File: src/rtl/tri_array_decoder_pkg.sv
// Shared parameters and types for the group-triangular array reader.
// Geometry: N columns per row, groups of M rows/columns, ROWS rows packed in W bits.
// No state here; types only.
package tri_array_pkg;

  localparam int N    = 16;
  localparam int M    = 5;
  localparam int W    = 128;
  localparam int ROWS = W / N;
  localparam int RW   = $clog2(ROWS);

  typedef enum logic [1:0] {IDLE, SCAN, DONE} state_t;

  typedef logic [N-1:0]    row_t;
  typedef logic [RW-1:0]   row_idx_t;
  typedef logic [ROWS:0]   src_t;

endpackage

File: src/rtl/tri_array_decoder_row_check.sv
// Classifies one packed row: same-group columns and cross-group columns below the diagonal.
// Latency: combinational, zero cycles.
// Backpressure: none; pure function of row index and row bits.
module tri_row_check
  import tri_array_pkg::*;
(
  input  row_idx_t row_idx,
  input  row_t     row,
  output logic     same_has,
  output logic     same_val,
  output logic     same_bad,
  output logic     cross_has,
  output logic     cross_val,   // raw stored bit; the claimed source bit is its inverse
  output logic     cross_bad
);

  // Scan columns b < row_idx; first bit of each class sets the reference value,
  // any later bit of that class that differs marks the class inconsistent.
  always_comb begin
    same_has  = 1'b0;
    same_val  = 1'b0;
    same_bad  = 1'b0;
    cross_has = 1'b0;
    cross_val = 1'b0;
    cross_bad = 1'b0;
    for (int b = 0; b < N; b++) begin
      if (b < int'(row_idx)) begin
        if ((b / M) == (int'(row_idx) / M)) begin
          if (!same_has) begin
            same_has = 1'b1;
            same_val = row[b];
          end else if (row[b] != same_val) begin
            same_bad = 1'b1;
          end
        end else begin
          if (!cross_has) begin
            cross_has = 1'b1;
            cross_val = row[b];
          end else if (row[b] != cross_val) begin
            cross_bad = 1'b1;
          end
        end
      end
    end
  end

endmodule

File: src/rtl/tri_array_decoder.sv
// Decodes one packed triangular word into source bits, known mask and error flag.
// Latency: word accepted at edge t gives out_valid after edge t+ROWS (one row per cycle).
// Backpressure: single word in flight; in_ready only in IDLE, result held in DONE until out_ready.
module tri_array_decoder
  import tri_array_pkg::*;
(
  input  logic          clk,
  input  logic          rst,
  input  logic          in_valid,
  output logic          in_ready,
  input  logic [W-1:0]  in_data,
  output logic          out_valid,
  input  logic          out_ready,
  output logic [ROWS:0] out_bits,
  output logic [ROWS:0] out_known,
  output logic          out_err
);

  state_t         state_q, state_d;
  row_idx_t       row_q, row_d;
  logic [W-1:0]   word_q, word_d;
  src_t           bits_q, bits_d;
  src_t           known_q, known_d;
  logic           err_q, err_d;

  row_t           cur_row;
  logic [RW:0]    same_k;
  logic [RW:0]    cross_k;
  logic           same_has, same_val, same_bad;
  logic           cross_has, cross_val, cross_bad;

  assign cur_row = word_q[int'(row_q)*N +: N];
  // Same-group bits claim in[a]; cross-group bits claim in[a+1].
  assign same_k  = {1'b0, row_q};
  assign cross_k = same_k + 1'b1;

  tri_row_check u_row_check (
    .row_idx   (row_q),
    .row       (cur_row),
    .same_has  (same_has),
    .same_val  (same_val),
    .same_bad  (same_bad),
    .cross_has (cross_has),
    .cross_val (cross_val),
    .cross_bad (cross_bad)
  );

  // State and accumulator registers with synchronous reset.
  always_ff @(posedge clk) begin
    if (rst) begin
      state_q <= IDLE;
      row_q   <= '0;
      word_q  <= '0;
      bits_q  <= '0;
      known_q <= '0;
      err_q   <= 1'b0;
    end else begin
      state_q <= state_d;
      row_q   <= row_d;
      word_q  <= word_d;
      bits_q  <= bits_d;
      known_q <= known_d;
      err_q   <= err_d;
    end
  end

  // Next-state: accept clears accumulators, SCAN merges one row's claims, DONE waits for consumer.
  always_comb begin
    state_d = state_q;
    row_d   = row_q;
    word_d  = word_q;
    bits_d  = bits_q;
    known_d = known_q;
    err_d   = err_q;
    case (state_q)
      IDLE: begin
        if (in_valid) begin
          state_d = SCAN;
          row_d   = '0;
          word_d  = in_data;
          bits_d  = '0;
          known_d = '0;
          err_d   = 1'b0;
        end
      end
      SCAN: begin
        if (same_bad || cross_bad) begin
          err_d = 1'b1;
        end
        // Same and cross claims always target different indices, so they cannot collide here.
        if (same_has) begin
          if (known_q[same_k]) begin
            if (bits_q[same_k] != same_val) err_d = 1'b1;
          end else begin
            known_d[same_k] = 1'b1;
            bits_d[same_k]  = same_val;
          end
        end
        if (cross_has) begin
          if (known_q[cross_k]) begin
            if (bits_q[cross_k] != ~cross_val) err_d = 1'b1;
          end else begin
            known_d[cross_k] = 1'b1;
            bits_d[cross_k]  = ~cross_val;
          end
        end
        if (row_q == row_idx_t'(ROWS-1)) begin
          state_d = DONE;
        end else begin
          row_d = row_q + 1'b1;
        end
      end
      DONE: begin
        if (out_ready) state_d = IDLE;
      end
      default: state_d = IDLE;
    endcase
  end

  // Outputs straight from state and accumulators; unknown bits are never set, so they read 0.
  always_comb begin
    in_ready  = (state_q == IDLE);
    out_valid = (state_q == DONE);
    out_bits  = bits_q;
    out_known = known_q;
    out_err   = err_q;
  end

endmodule

File: config.mk
export PLATFORM = sky130hd
export DESIGN_NAME = tri_array_decoder
export DESIGN_NICKNAME = d
export VERILOG_FILES = /design/src/rtl/tri_array_decoder_pkg.sv /design/src/rtl/tri_array_decoder_row_check.sv /design/src/rtl/tri_array_decoder.sv
export SDC_FILE = /design/constraint.sdc
export NUM_CORES = 1
export LEC_CHECK = 0
export ABC_AREA = 1
export CAP_MARGIN = 20
export CELL_PAD_IN_SITES_DETAIL_PLACEMENT = 2
export CELL_PAD_IN_SITES_GLOBAL_PLACEMENT = 2
export CORE_ASPECT_RATIO = 1.2
export CORE_MARGIN = 3
export CORE_UTILIZATION = 23
export DETAILED_ROUTE_END_ITERATION = 10
export GPL_TIMING_DRIVEN = 0
export PLACE_DENSITY_LB_ADDON = 0.1
export SKIP_CTS_REPAIR_TIMING = 1
export SLEW_MARGIN = 20
export SYNTH_ARGS = -nofsm -noshare
export SYNTH_HDL_FRONTEND = slang
export SYNTH_SLANG_ARGS = --single-unit
File: constraint.sdc
create_clock -name clk -period 3.1 [get_ports clk]
set_clock_uncertainty 0.1 [all_clocks]
set_input_delay 0.62 -clock clk [delete_from_list [all_inputs] [get_ports clk]]
set_output_delay 0.62 -clock clk [all_outputs]
set_load 0.005 [all_outputs]
; ---- After elaboration in Yosys (flattened, before gate mapping)
; Cells that the tools add are included.
[totals]
regBits = 152
in_bits = 132
output_inout_bits = 21
word_cells = 215
[classes]
addsub = 2
n_div = 1
magnitude_cmp = 11
eq_ne = 22
n_shift = 1
muxes = 159
bitwise_logic = 3
reduce_logical = 10
[op_table]
columns = operator, count
row1 = $mux 1, 130
row2 = $shiftx 128x8->7, 1
row3 = $mux 9, 11
row4 = $pmux 9 s2, 2
row5 = $div 4x4->32 const B, 1
row6 = $eq 2x32->1 const A, 1
row7 = $logic_not 32->1, 1
row8 = $bwmux 9, 2
row9 = $ne 1x1->1, 14
row10 = $lt 3x3->1 const A, 3
row11 = $or 9x8->9, 1
row12 = $or 9x9->9, 1
row13 = $bmux 1 s4, 2
row14 = $bmux 1 s3, 2
row15 = $lt 1x3->1 const A, 2
row16 = $lt 2x3->1 const A, 2
row17 = $mux 2, 3
row18 = $mux 3, 2
row19 = $ne 2x2->1 const B, 3
row20 = $pmux 2 s3, 1
row21 = $pmux 3 s2, 1
row22 = $reduce_and 3->1, 2
row23 = $lt 3x5->1 const B, 1
row24 = $lt 4x5->1 const B, 1
row25 = 17 further kinds, 19

; ---- Depth between registers and ports, before layout
; Gate-level depths: netlist of run 1.
[depth]
word_depth = 38
ltp_mapped = 19
depth_no_buf = 17

; ---- By module
; Synthesis of run 1 repeated with hierarchy kept, for this count alone.
[unflattened]
hier_cells = 1096
area_unflattened_um2 = 7279.5
[modules_own_cells]
columns = module, instances, cells_per_inst, area_per_inst_um2, seq_area_each_um2
row1 = tri_array_decoder, 1, 1054, 7075.5, 3042.9
row2 = tri_row_check, 1, 42, 203.9, 0.0

; ---- Least setup slack after synthesis of run 1
; OpenSTA, ideal clock, no wires.
[synth_timing]
path_kind = reg2reg
from = reg row_q[0]
to = reg bits_q[5], in the netlist out_bits[5]
setup_ns = 0.071
arrival_time_ns = 2.311
required_time_ns = 2.929
setup_slack_ns = 0.618
stages_incl_launch_ff = 18
synth_period_minus_slack_ns = 2.482
path_cell_list = dfxtp_1 buf_6 inv_4 buf_6 buf_2 ha_1 inv_1 nor2_1 nor2_4 nor2_4 nor2_1 nand3b_1 buf_2 nor2_1 o21ai_1 a21oi_1 o21ai_1 a21oi_1
[synth_between]
elab_chain_len = 30
word_cells_on_any_way = 103
classes_between = add/sub: 1 / div: 1 / order compare: 11 / eq/ne: 1 / shift: 1 / mux: 84 / bitwise: 1 / reduce/logical: 3
[synth_rtl]
columns = item, line_no
row1 = "start, declared", tri_array_decoder.sv:20  ; row_idx_t row_q, row_d;
row2 = "start signal, assigned", tri_array_decoder.sv:59  ; row_q <= row_d;
row3 = $div 4x4->32, tri_array_decoder_row_check.sv:28  ; if ((b / M) == (int'(row_idx) / M)) begin
row4 = $logic_not 32->1, tri_array_decoder_row_check.sv:28
row5 = $mux 1, tri_array_decoder_row_check.sv:28
row6 = $mux 1, tri_array_decoder_row_check.sv:27  ; if (b < int'(row_idx)) begin
row7 = $mux 1, tri_array_decoder_row_check.sv:29  ; if (!same_has) begin
row8 = $mux 1, tri_array_decoder_row_check.sv:28
row9 = $mux 1, tri_array_decoder_row_check.sv:27
row10 = $mux 1, tri_array_decoder_row_check.sv:29
row11 = (+14 left out), -
row12 = $bwmux 9, tri_array_decoder.sv:96  ; bits_d[same_k] = same_val;
row13 = $mux 9, tri_array_decoder.sv:92  ; if (known_q[same_k]) begin
row14 = $mux 9, tri_array_decoder.sv:91  ; if (same_has) begin
row15 = $mux 9, tri_array_decoder.sv:75  ; case (state_q)
row16 = $bwmux 9, tri_array_decoder.sv:104  ; bits_d[cross_k] = ~cross_val;
row17 = $mux 9, tri_array_decoder.sv:100  ; if (known_q[cross_k]) begin
row18 = $mux 9 (*), tri_array_decoder.sv:99  ; if (cross_has) begin
row19 = $pmux 9 s2 (*), tri_array_decoder.sv:75
row20 = "end signal, assigned", tri_array_decoder.sv:61  ; bits_q <= bits_d;
row21 = "end, declared", tri_array_decoder.sv:22  ; src_t bits_q, bits_d;
; Every way passes the cells marked *; elsewhere a longest branch is shown, timed or not. The select of a mux whose other input is x is not followed.
; A chain may end at the register's enable or synchronous reset.

; ---- Final worst setup path of run 1
[layout_timing]
from = reg row_q[0]
to = reg bits_q[1], in the netlist out_bits[1]
; The elaborated chain is that of the path after synthesis.

==> results by group, run 1 <==
Outcome
  • Run status: finished, final reports clean

Timing
  • Clock period minus worst slack: 2.96 ns
  • Worst-margin pin slew: 0.746 ns
  • Fmax: 0.338 GHz
  • Worst-case setup margin in the final layout: 0.142 ns
  • Final number of setup-violating endpoints: 0
  • Setup repair after global routing missed its margin: no
  • Fraction of the cycle the final worst path needs: 95.4%
  • Endpoints failing hold: 0
  • Setup TNS after final layout: 0 ns
  • Max_slew headroom: 50.1%
  • Pins Over Slew Limit: 0

Pwr
  • Sw frac: 37.8%
  • Total power divided by cell area: between 500 and 600 nW/um2
  • Sequential share of power: 35.0%
  • Static power due to leakage: 2.60 nW
  • Switching power: around 1.3 mW
  • Largest voltage drop on the vdd net: 0.286 mV
  • Clock network fraction of design power: between 30 and 40%
  • Part of the power in combinational logic: 31.0%
  • Cell Int Power: 2.11 mW

Clocking
  • Buffer cell driving the clock tree root: clkbuf_16
  • Clock tree from TritonCTS: done
  • Clock-pin slew on the worst setup and hold paths: 0.07 ns
  • Sinks on the clock net: 80
  • Num CTS Buffers: 9
  • CTS H-tree lvls: 3
  • Clock latency on the worst-skew pair: between 0.3 and 0.4 ns
  • Number of buffers on the longest clock path: 2

Run
  • Maxcap violations: 0

Worst setup path
  • Endpoint class of the critical path: flop
  • Worst Path Arrival: around 3.1 ns
  • Family with the most delay on the worst path: simple AND/OR/NAND/NOR gates
  • Number of buffers and inverters on the critical path: 5
  • Data required time at the worst endpoint: roughly 3.2 ns
  • Worst-case reg-to-reg path depth: 16
  • Cell with the biggest individual delay on the critical path: dfxtp_2
  • List of cells traversed by the critical path: buf_6, inv_4, buf_8, ha_2, inv_1, nand3_1, nand2_1, nand2_1, nand2_2, nand2_4, nor3_1, inv_1, o21ai_1, a21oi_1, o21ai_1, a21oi_1
  • Worst-path fanout max: 21
  • Slowest stage delay, CP: ~0.4 ns
  • Nature of the critical path startpoint: flop
  • Launching point of the worst reg2reg path: row_q[0]
  • Type of the worst setup path: flop to flop
  • Slack of the worst reg-to-reg path: 0.14 ns
  • Endpoint of the lowest-slack register-to-register path: out_bits[1]

Final layout
  • Antenna Cells: 0
  • Final design utilization: 31.0%
  • Layout-stage area growth over the synthesis result: 31.1%
  • Share of cells above drive strength 1: 7.85%
  • Number of nets in the layout: 987

Floorplan
  • Rows: 56
  • I/O pin cnt: 153
  • Floorplan die area: around 22,000 um2
  • Horiz. Die Dim: 136 um
  • Initial Util: 23.7%
  • Core outline area: 19,800 um2
  • Die Y: 162 um

Drt
  • Post-route DRC violation count: 0
  • Routed via count: 5,164
  • DRT iter0 DRCs: 194
  • Post-route antenna net violation count: 0
  • Via density: 4.63
  • Wire length per cell: 18.7 um
  • Post-Route WL: 20,900 um
  • DRT Pass-1 Iters: 4

Synth
  • Number of storage elements in the synthesis netlist: 80
  • Synthesized cell area: 4680 um2
  • Warning count from the yosys run: 0
  • Post-Syn Nets: 898
  • Synth area leaders: dfxtp_1 34%, nand2_1 17%, nor2_1 12%
  • Share of the synthesized area in the top cell type: between 30 and 40%
  • Gate Count Post-Synth: 760
  • Share of synthesized flip-flops with an asynchronous set or reset: 0%
  • Post-synth top flop: dfxtp_1
  • Per-instance average area after synthesis: about 6.2 um2
  • Number of enable flip-flop cells after synthesis: 0
  • Area leader, netlist: dfxtp_1
  • Number of distinct standard cells referenced by the synthesized netlist: 33
  • Sequential area share after synthesis: 34.2%

Placement
  • DP Wirelength: 16,800 um
  • Global placement routability congestion: between 0.9 and 1
  • Port Buffers: 80
  • Dpl ws: -0.354 ns

Hold path
  • Min-Delay Endpoint: word_q[80]
  • Cell depth of the worst hold path: 2
  • Type of the most critical hold path: flop to flop
  • Worst min-delay path startpoint: word_q[80]

Global route
  • Via count of the first global-routing pass: approximately 5,700
  • Maximum number of pins on one net before global-route repair: 16
  • Overall global routing resource usage: 19.5%
  • Final global-route overflow total: 0
  • Global-route wire length before repair: 32,300 um
  • Antenna violations before repair: 0
==> how the worst max path moves through the flow <==
stage | cells after the start | start | end
6_report | 16 | row_q[0] | out_bits[1]
5_1_grt | 16 | row_q[0] | out_bits[1]
4_1_cts | 15 | row_q[1] | out_bits[0]
3_5_place_dp | 8 | in_valid | out_bits[2]
3_3_place_gp | 15 | row_q[1] | out_bits[5]
2_1_floorplan | 17 | row_q[0] | out_bits[5]
==> synth_stat cells, types with 2 or more instances <==
master    count
nand2_1     217
nor2_1      145
dfxtp_1      80
o21ai_0      77
inv_1        55
a21oi_1      43
nand3_1      34
clkbuf_1     24
nor3_1        9
nand2_4       8
a211oi_1      7
buf_2         7
inv_2         7
ha_1          6
o21ai_1       6
buf_6         5
buf_4         4
nand2_2       3
nor2_4        3
nor3_2        3
nand3b_1      2
nand4_1       2
o211ai_1      2
o31ai_1       2
==> sequential cells by signal, summed over array words and instances, names as in the netlist <==
| name | flops |
|---|---|
| out_err | 1 |
| state_q | 2 |
| out_bits | 9 |
| word_q | 56 |
| row_q | 3 |
| out_known | 9 |
==> logic make-up after synthesis <==
logic type                 after synthesis  share of synthesized area (%)
AOI/OAI and AO/OA                      141                           15.9
DFF                                     80                           34.2
and+or+nand+nor                        429                           38.6
buffers and inverters                  104                           9.70
adders and majority gates                6                           1.60
==> final cells by class <==
type / count / area [um2]
plain buffers: 39 / 219
repair buffers: 80 / 801
flip-flops and latches: 80 / 1600
clock buffers: 9 / 225
inverters: 63 / 239
well taps: 261 / 327
multi-input cells: 576 / 2650
fillers: 2419 / 13600
clock inverters: 7 / 76.3
==> layout by cell type (no fill, tap or decap), types with 8 or more instances in the layout <==
| master | count |
|---|---|
| nand2_1 | 217 |
| nor2_1 | 144 |
| clkdlybuf4s50_1 | 80 |
| dfxtp_1 | 79 |
| o21ai_0 | 76 |
| inv_1 | 55 |
| a21oi_1 | 43 |
| nand3_1 | 34 |
| clkbuf_1 | 21 |
| clkbuf_16 | 9 |
| nand2_4 | 8 |
==> power groups by stage <==
stage / registers, mW / logic [mW] / clock network, mW
floorplan: 1.18 / 0.652 / 0
global placement: 1.21 / 1.02 / 0
detailed placement: 1.21 / 1.05 / 0
CTS: 1.19 / 1.06 / 1.18
global route: 1.20 / 1.18 / 1.22
finish: 1.18 / 1.05 / 1.15
==> per-stage QoR <==
| step | power [mW] | std cells | cell area [um2] | hold WS [ns] |
|---|---|---|---|---|
| global route | 3.60 | 1115 | 6130 | 0.401 |
| floorplan | 1.83 | 760 | 4680 | 0.324 |
| finish | 3.38 | 1115 | 6130 | 0.367 |
| CTS | 3.42 | 1117 | 6110 | 0.363 |
| global placement | 2.23 | 1101 | 5810 | 0.344 |
| detailed placement | 2.26 | 1101 | 5810 | 0.353 |
==> worst min-delay path: stages, from the launching register on <==
cell     delay (ns)
dfxtp_1        0.30
inv_1          0.06
a21oi_1        0.06
==> metal layers <==
layer	track usage (%)	wire [um]	up-vias
li1	-	-	2584
met1	21.5	8590	2487
met2	37.9	11300	72
met3	3.35	505	21
met4	5.32	427	0
met5	0	0	-
(Power assumes the default switching activity.)
==> run 2, diff against run 1 <==
- ABC_AREA: 1 -> default
- CORE_UTILIZATION: 23 -> 25
==> run 2 against run 1 <==
The run now ends with setup timing left. Non-clock buffer count grew 15. Critical endpoint is now out_bits[7]. Sequential share of layout area shrank 1.2 points. Area after synthesis shrank 13%. Via count shrank 19%.
==> results by group, run 2 <==
Floorplan
  • Initial Util: 25.7% (+2.0 points)
  • Rows: 50 (-11%)
  • Core outline area: 15,800 um2 (-20%)
  • Horiz. Die Dim: 122 um (-10%)
  • Floorplan die area: 17,800 um2 (-19%)
  • I/O pin cnt: 153 (unchanged)
  • Die Y: 146 um (-10%)

Global route
  • Overall global routing resource usage: 19.3% (-0.22 points)
  • Maximum number of pins on one net before global-route repair: 13 (-3)
  • Met2 usage in global routing: 34.6% (-3.2 points)
  • GR Util met1: 22.3% (+0.75 points)
  • Routing usage on met3: 3.38% (+0.037 points)
  • Final global-route overflow total: 0 (unchanged)
  • Via count of the first global-routing pass: 4,445 (-22%)
  • Global-route wire length before repair: 25,700 um (-21%)
  • Top Usage Layer GRT: met2
  • Antenna violations before repair: 0 (unchanged)

Final layout
  • Flip-flop count of the largest register after layout: 46 (-18%)
  • Most used cells in the layout excluding fill and tap cells: 111 x nand2_1, 69 x clkdlybuf4s50_1, 68 x dfxtp_1, 59 x a21oi_1, 28 x buf_4
  • Final design utilization: 35.8% (+4.7 points)
  • Post-route cell area: 5640 um2 (-8.1%)
  • Antenna Cells: 0 (unchanged)
  • Layout-stage area growth over the synthesis result: 39.0%
  • Commonest non-fill, non-tap cell in the layout: nand2_1
  • Final standard cell count with taps included and fillers excluded: 813 (-27%)
  • Total area of multi-input combinational cells: 2550 um2 (-3.5%)
  • Number of nets in the layout: 738 (-25%)
  • Share of cells above drive strength 1: 16.7% (+8.8 points)
  • Total of fill cells in the finished design: 1,822 (-25%)
  • Register with the most flip-flops: word_q
  • Register Area: 1400 um2 (-12%)

Pwr
  • Static power due to leakage: 2.06 nW (-21%)
  • Sequential share of power: 40.1% (+5.1 points)
  • Cell Int Power: 1.73 mW (-18%)
  • Total power divided by cell area: 427 nW/um2 (-23%)
  • Part of the power in combinational logic: 16.7% (-14 points)
  • Post-layout power: 2.41 mW (-29%)
  • Clock network fraction of design power: 43.1% (+9.1 points)
  • Switching power: 0.684 mW (-46%)
  • Sw frac: 28.4% (-9.4 points)
  • Largest voltage drop on the vdd net: 0.243 mV (-15%)

Timing
  • Fmax: 0.321 GHz (-5.0%)
  • Pins Over Slew Limit: 0 (unchanged)
  • Setup repair after global routing missed its margin: yes
  • Max_slew headroom: 29.7% (-20 points)
  • Final number of setup-violating endpoints: 2 (+2)
  • Endpoints failing hold: 0 (unchanged)
  • Worst-margin pin slew: 1.05 ns (+0.301 ns)
  • Worst-case setup margin in the final layout: -0.0144 ns (-0.157 ns)
  • Clock period minus worst slack: 3.11 ns (+0.157 ns)
  • Worst slack on hold paths: 0.358 ns (-0.00908 ns)
  • Fraction of the cycle the final worst path needs: 100% (+5.1 points)

Drt
  • Routed via count: 4,172 (-19%)
  • Post-Route WL: 17,400 um (-16%)
  • Post-route antenna net violation count: 0 (unchanged)
  • DRT Pass-1 Iters: 4 (unchanged)
  • DRT iter0 DRCs: 166 (-14%)
  • Via density: 5.13 (+11%)
  • Wire length per cell: 21.4 um (+15%)
  • Post-route DRC violation count: 0 (unchanged)

Synth
  • Sequential area share after synthesis: 34.5% (+0.32 points)
  • Count leader, synth: nand2_1
  • Number of enable flip-flop cells after synthesis: 0 (unchanged)
  • Share of the synthesized area in the top cell type: 34.5% (+0.32 points)
  • Post-Syn Nets: 631 (-30%)
  • Number of storage elements in the synthesis netlist: 70 (-13%)
  • Synth top cells by count: 111 x nand2_1, 70 x dfxtp_1, 62 x a21oi_1
  • Warning count from the yosys run: 0 (unchanged)
  • Synth area leaders: dfxtp_1 35%, nand2_1 10%, a21oi_1 7.6%
  • Number of distinct standard cells referenced by the synthesized netlist: 66 (+100%)
  • Share of synthesized flip-flops with an asynchronous set or reset: 0% (unchanged)
  • Gate Count Post-Synth: 493 (-35%)
  • Per-instance average area after synthesis: 8.23 um2 (+34%)
  • Post-synth top flop: dfxtp_1
  • Synthesized cell area: 4060 um2 (-13%)
  • Area leader, netlist: dfxtp_1

Clocking
  • Sinks on the clock net: 70 (-13%)
  • CTS H-tree lvls: 3 (unchanged)
  • Clock latency on the worst-skew pair: 0.34 ns (-0.02 ns)
  • Buffer cell driving the clock tree root: clkbuf_16
  • Number of buffers on the longest clock path: 2 (unchanged)
  • Clock tree from TritonCTS: done
  • Clock-pin slew on the worst setup and hold paths: 0.06 ns (about the same)
  • Num CTS Buffers: 9 (unchanged)

Placement
  • Port Buffers: 69 (-14%)
  • Instance area at placement: 5010 um2 (-14%)
  • Placed Cells: 770 (-30%)
  • DP Wirelength: 13,100 um (-22%)
  • Global placement routability congestion: 0.872 (-3.6%)

Run
  • Maxcap violations: 0 (unchanged)

Worst setup path
  • Nature of the critical path startpoint: flop
  • Cell with the biggest individual delay on the critical path: ha_4
  • Critical Path Start: row_q[1]
  • Type of the worst setup path: flop to flop
  • Slowest stage delay, CP: 0.42 ns (+0.03 ns)
  • Worst-path fanout max: 7 (-67%)
  • Data required time at the worst endpoint: 3.23 ns (about the same)
  • Launching point of the worst reg2reg path: row_q[1]
  • List of cells traversed by the critical path: buf_6, clkinvlp_4, ha_4, mux2_4, a22oi_2, o22ai_2, a2111oi_4, buf_4, nand3_2, mux2i_1, a22o_1
  • Endpoint class of the critical path: flop
  • Worst Path Arrival: 3.25 ns (+0.17 ns)

Hold path
  • Worst min-delay path startpoint: word_q[82]
  • Type of the most critical hold path: flop to flop

Outcome
  • Run status: finished with violations
  • Violated checks: setup timing
==> run 2: cell types whose count changed after synthesis, sizes merged, moves of 6 or more <==
cell    before  now
nor2       148   28
nand2      228  111
o21ai       83   15
inv         63    4
mux2i        0   26
nand3       35    9
a21oi       44   63
dfxtp       80   70
mux4         0    9
nor2b        0    8
a22o         0    6
nand3b       2    8
xnor2        0    6
==> run 2: critical path: cells and delay by family, from the launching register on <==
| family | cells | cell delay, ns |
|---|---|---|
| AO/OA/AOI/OAI | 4 | 0.92 |
| buffers and inverters | 3 | 0.60 |
| multiplexers | 2 | 0.48 |
| adder cells (fa/ha/maj) | 1 | 0.42 |
| flip-flops | 1 | 0.35 |
| AND/OR/NAND/NOR | 1 | 0.12 |
==> run 2: cells by family (layout without fill, tap and decap cells) <==
logic type / count (synthesis) / after routing / share of synthesized area, %
multiplexers: 40 / 41 / 13.3
AO/OA/AOI/OAI: 128 / 128 / 20.8
AND/OR/NAND/NOR: 194 / 194 / 22.0
adder cells (fa/ha/maj): 6 / 6 / 1.85
flip-flops: 70 / 70 / 34.5
buffers and inverters: 46 / 157 / 5.67
XOR/XNOR: 9 / 9 / 1.94
==> run 2: per-layer routing <==
| layer | share of wire (%) | wire length [um] |
|---|---|---|
| met5 | 0 | 0 |
| met4 | 3.6 | 626 |
| met3 | 3.1 | 536 |
| met2 | 53 | 9180 |
| met1 | 41 | 7090 |
==> run 2: final timing paths <==
path / to / slack [ns] / depth (start not counted)
setup reg to reg: out_bits[7] / -0.01 / 11
setup / recovery: out_bits[7] / -0.01 / 11
hold reg to reg: word_q[82] / 0.36 / 2
hold / removal: word_q[82] / 0.36 / 2
==> run 2: per-stage QoR <==
stage               worst slack (ns)  TNS, ns
floorplan                      0.142        0
global placement              -0.617    -8.73
detailed placement            -0.691   -10.34
CTS                           -0.708   -10.77
global route                  -0.159    -1.32
finish                       -0.0144  -0.0182
==> run 2: final cells by class <==
| type | count | share of cell area, % |
|---|---|---|
| Multi-Input combinational cell | 378 | 45.3 |
| Sequential cell | 70 | 24.9 |
| Timing Repair Buffer | 96 | 15.9 |
| Clock buffer | 12 | 4.72 |
| Tap cell | 208 | 4.61 |
| Buffer | 38 | 3.48 |
| Inverter | 7 | 0.599 |
| Clock inverter | 4 | 0.510 |
==> run 2: power groups by stage <==
stage	logic (mW)	registers [mW]	clock network, mW
floorplan	0.213	0.973	0
global placement	0.363	0.986	0
detailed placement	0.371	0.988	0
CTS	0.373	0.968	1.06
global route	0.440	0.971	1.11
finish	0.403	0.968	1.04
==> run 3, diff against run 2 <==
- CAP_MARGIN: 20 -> 15
- CORE_UTILIZATION: 25 -> 26
- clock period: 3.1 -> 3.9 ns (I/O delays scaled with it)
==> run 3 against run 2 <==
The run now ends clean. Sequential share of layout area increased by 1.4 points. Non-clock buffer count decreased by 26. Total power decreased by 18%. Die area decreased by 3.7%. Critical path type unchanged. Largest power group unchanged.
==> results by group, run 3 (synthesis gave the netlist of run 2 again) <==
Floorplan
  • Horiz. Die Dim: 120 um (-1.8%)
  • Core outline area: 15,100 um2 (-3.9%)
  • I/O pin cnt: 153 (unchanged)
  • Initial Util: 26.8% (+1.1 points)
  • Floorplan die area: 17,100 um2 (-3.7%)
  • Die Y: 143 um (-1.9%)
  • Rows: 49 (-2.0%)

Clocking
  • CTS H-tree lvls: 3 (unchanged)
  • Number of buffers on the longest clock path: 2 (unchanged)
  • Clock latency on the worst-skew pair: 0.34 ns (about the same)
  • Buffer cell driving the clock tree root: clkbuf_16
  • Clock tree from TritonCTS: done
  • Sinks on the clock net: 70 (unchanged)
  • Num CTS Buffers: 9 (unchanged)
  • Clock-pin slew on the worst setup and hold paths: 0.06 ns (about the same)

Timing
  • Worst-margin pin slew: 0.985 ns (-0.0621 ns)
  • Setup TNS after final layout: 0 ns (+0.0182 ns)
  • Final number of setup-violating endpoints: 0 (-2)
  • Clock period minus worst slack: 3.68 ns (+0.569 ns)
  • Pins Over Slew Limit: 0 (unchanged)
  • Fmax: 0.271 GHz (-15%)
  • Setup repair after global routing missed its margin: no
  • Endpoints failing hold: 0 (unchanged)
  • Max_slew headroom: 33.8% (+4.2 points)
  • Fraction of the cycle the final worst path needs: 94.5% (-6.0 points)

Outcome
  • Run status: finished, final reports clean

Global route
  • Routing usage on met3: 2.42% (-0.97 points)
  • Final global-route overflow total: 0 (unchanged)
  • Global-route wire length before repair: 26,000 um (+1.3%)
  • Maximum number of pins on one net before global-route repair: 13 (unchanged)
  • Via count of the first global-routing pass: 4,416 (-0.65%)
  • Top Usage Layer GRT: met2
  • Antenna violations before repair: 0 (unchanged)
  • Met2 usage in global routing: 36.5% (+1.9 points)
  • Overall global routing resource usage: 20.3% (+0.97 points)
  • GR Util met1: 23.5% (+1.3 points)

Pwr
  • Post-layout power: 1.98 mW (-18%)
  • Cell Int Power: 1.45 mW (-16%)
  • Switching power: 0.534 mW (-22%)
  • Total power divided by cell area: 372 nW/um2 (-13%)
  • Part of the power in combinational logic: 14.7% (-2.0 points)
  • Clock network fraction of design power: 46.5% (+3.4 points)
  • Sw frac: 26.9% (-1.4 points)
  • Sequential share of power: 38.8% (-1.3 points)
  • Static power due to leakage: 1.92 nW (-7.0%)
  • Largest voltage drop on the vdd net: 0.208 mV (-15%)

Worst setup path
  • Type of the worst setup path: flop to flop
  • Worst-case reg-to-reg path depth: 12 (+1)
  • Nature of the critical path startpoint: flop
  • Worst-path fanout max: 12 (+5)
  • Endpoint class of the critical path: flop
  • Worst Path Arrival: 3.82 ns (+0.57 ns)
  • Data required time at the worst endpoint: 4.04 ns (+0.81 ns)

Final layout
  • Share of cells above drive strength 1: 9.34% (-7.4 points)
  • Most used cells in the layout excluding fill and tap cells: 111 x nand2_1, 70 x dfxtp_1, 69 x clkdlybuf4s50_1, 62 x a21oi_1, 27 x nor2_1
  • Total of fill cells in the finished design: 1,761 (-3.3%)
  • Number of nets in the layout: 711 (-3.7%)
  • Layout-stage area growth over the synthesis result: 31.3%
  • Register with the most flip-flops: word_q
  • Commonest non-fill, non-tap cell in the layout: nand2_1
  • Final design utilization: 35.2% (-0.60 points)
  • Antenna Cells: 0 (unchanged)
  • Flip-flop count of the largest register after layout: 46 (unchanged)

Placement
  • DP Wirelength: 12,900 um (-1.6%)
  • Port Buffers: 69 (unchanged)
  • Global placement routability congestion: 0.896 (+2.8%)

Drt
  • DRT Pass-1 Iters: 4 (unchanged)
  • Via density: 5.15 (+0.40%)
  • Routed via count: 4,029 (-3.4%)
  • DRT iter0 DRCs: 164 (-1.2%)
  • Post-route DRC violation count: 0 (unchanged)
  • Post-Route WL: 16,800 um (-3.7%)
  • Post-route antenna net violation count: 0 (unchanged)
  • Wire length per cell: 21.5 um (about the same)

Hold path
  • Cell depth of the worst hold path: 2 (unchanged)
  • Type of the most critical hold path: flop to flop

Run
  • Maxcap violations: 0 (unchanged)
## run 3: final cells by class
type,instances,area [um2],share of cell area [%]
multi-input combinational,377,2430,45.5
sequential,70,1400,26.3
timing repair buffer,69,691,13.0
tap,204,255,4.79
clock buffer,11,243,4.56
buffer,39,204,3.83
clock inverter,5,81.3,1.53
inverter,7,26.3,0.493
## run 3: power groups by stage
stage	clock network, mW	registers (mW)	logic (mW)
global placement	0	0.784	0.287
global route	0.976	0.772	0.322
detailed placement	0	0.786	0.293
CTS	0.946	0.770	0.296
floorplan	0	0.774	0.169
finish	0.921	0.769	0.292
## run 3: path summary, 6_finish.rpt
kind	from	slack (ns)	to
worst max register to register	row_q[0]	0.22	out_bits[0]
worst max-delay path	row_q[0]	0.22	out_bits[0]
worst min-delay path	word_q[48]	0.36	word_q[48]
worst min register to register	word_q[48]	0.36	word_q[48]
## run 3: critical path, cell delays in order, from the launching register on
cell and delay (ns):
dfxtp_1 0.39, buf_6 0.16, clkinv_1 0.42, ha_1 0.48
buf_4 0.17, mux2_2 0.34, a22oi_1 0.14, o22ai_1 0.18
a2111oi_4 0.49, buf_6 0.21, nand3b_1 0.11, mux2i_1 0.16
a22o_1 0.18
## run 3: per-layer routing
| layer | up-vias | wire (um) |
|---|---|---|
| met2 | 88 | 8640 |
| met5 | - | 0 |
| met4 | 0 | 714 |
| met3 | 38 | 440 |
| li1 | 1904 | - |
| met1 | 1999 | 6980 |
## run 3: through the flow
| stage | cell area [um2] | cells | worst slack, ns | hold slack (ns) |
|---|---|---|---|---|
| after detailed placement | 5000 | 766 | 0.212 | 0.351 |
| after CTS | 5330 | 782 | 0.196 | 0.360 |
| after global routing | 5330 | 782 | 0.00267 | 0.381 |
| final | 5330 | 782 | 0.216 | 0.360 |
| after floorplan | 4060 | 493 | 0.942 | 0.332 |
| after global placement | 5000 | 766 | 0.274 | 0.344 |
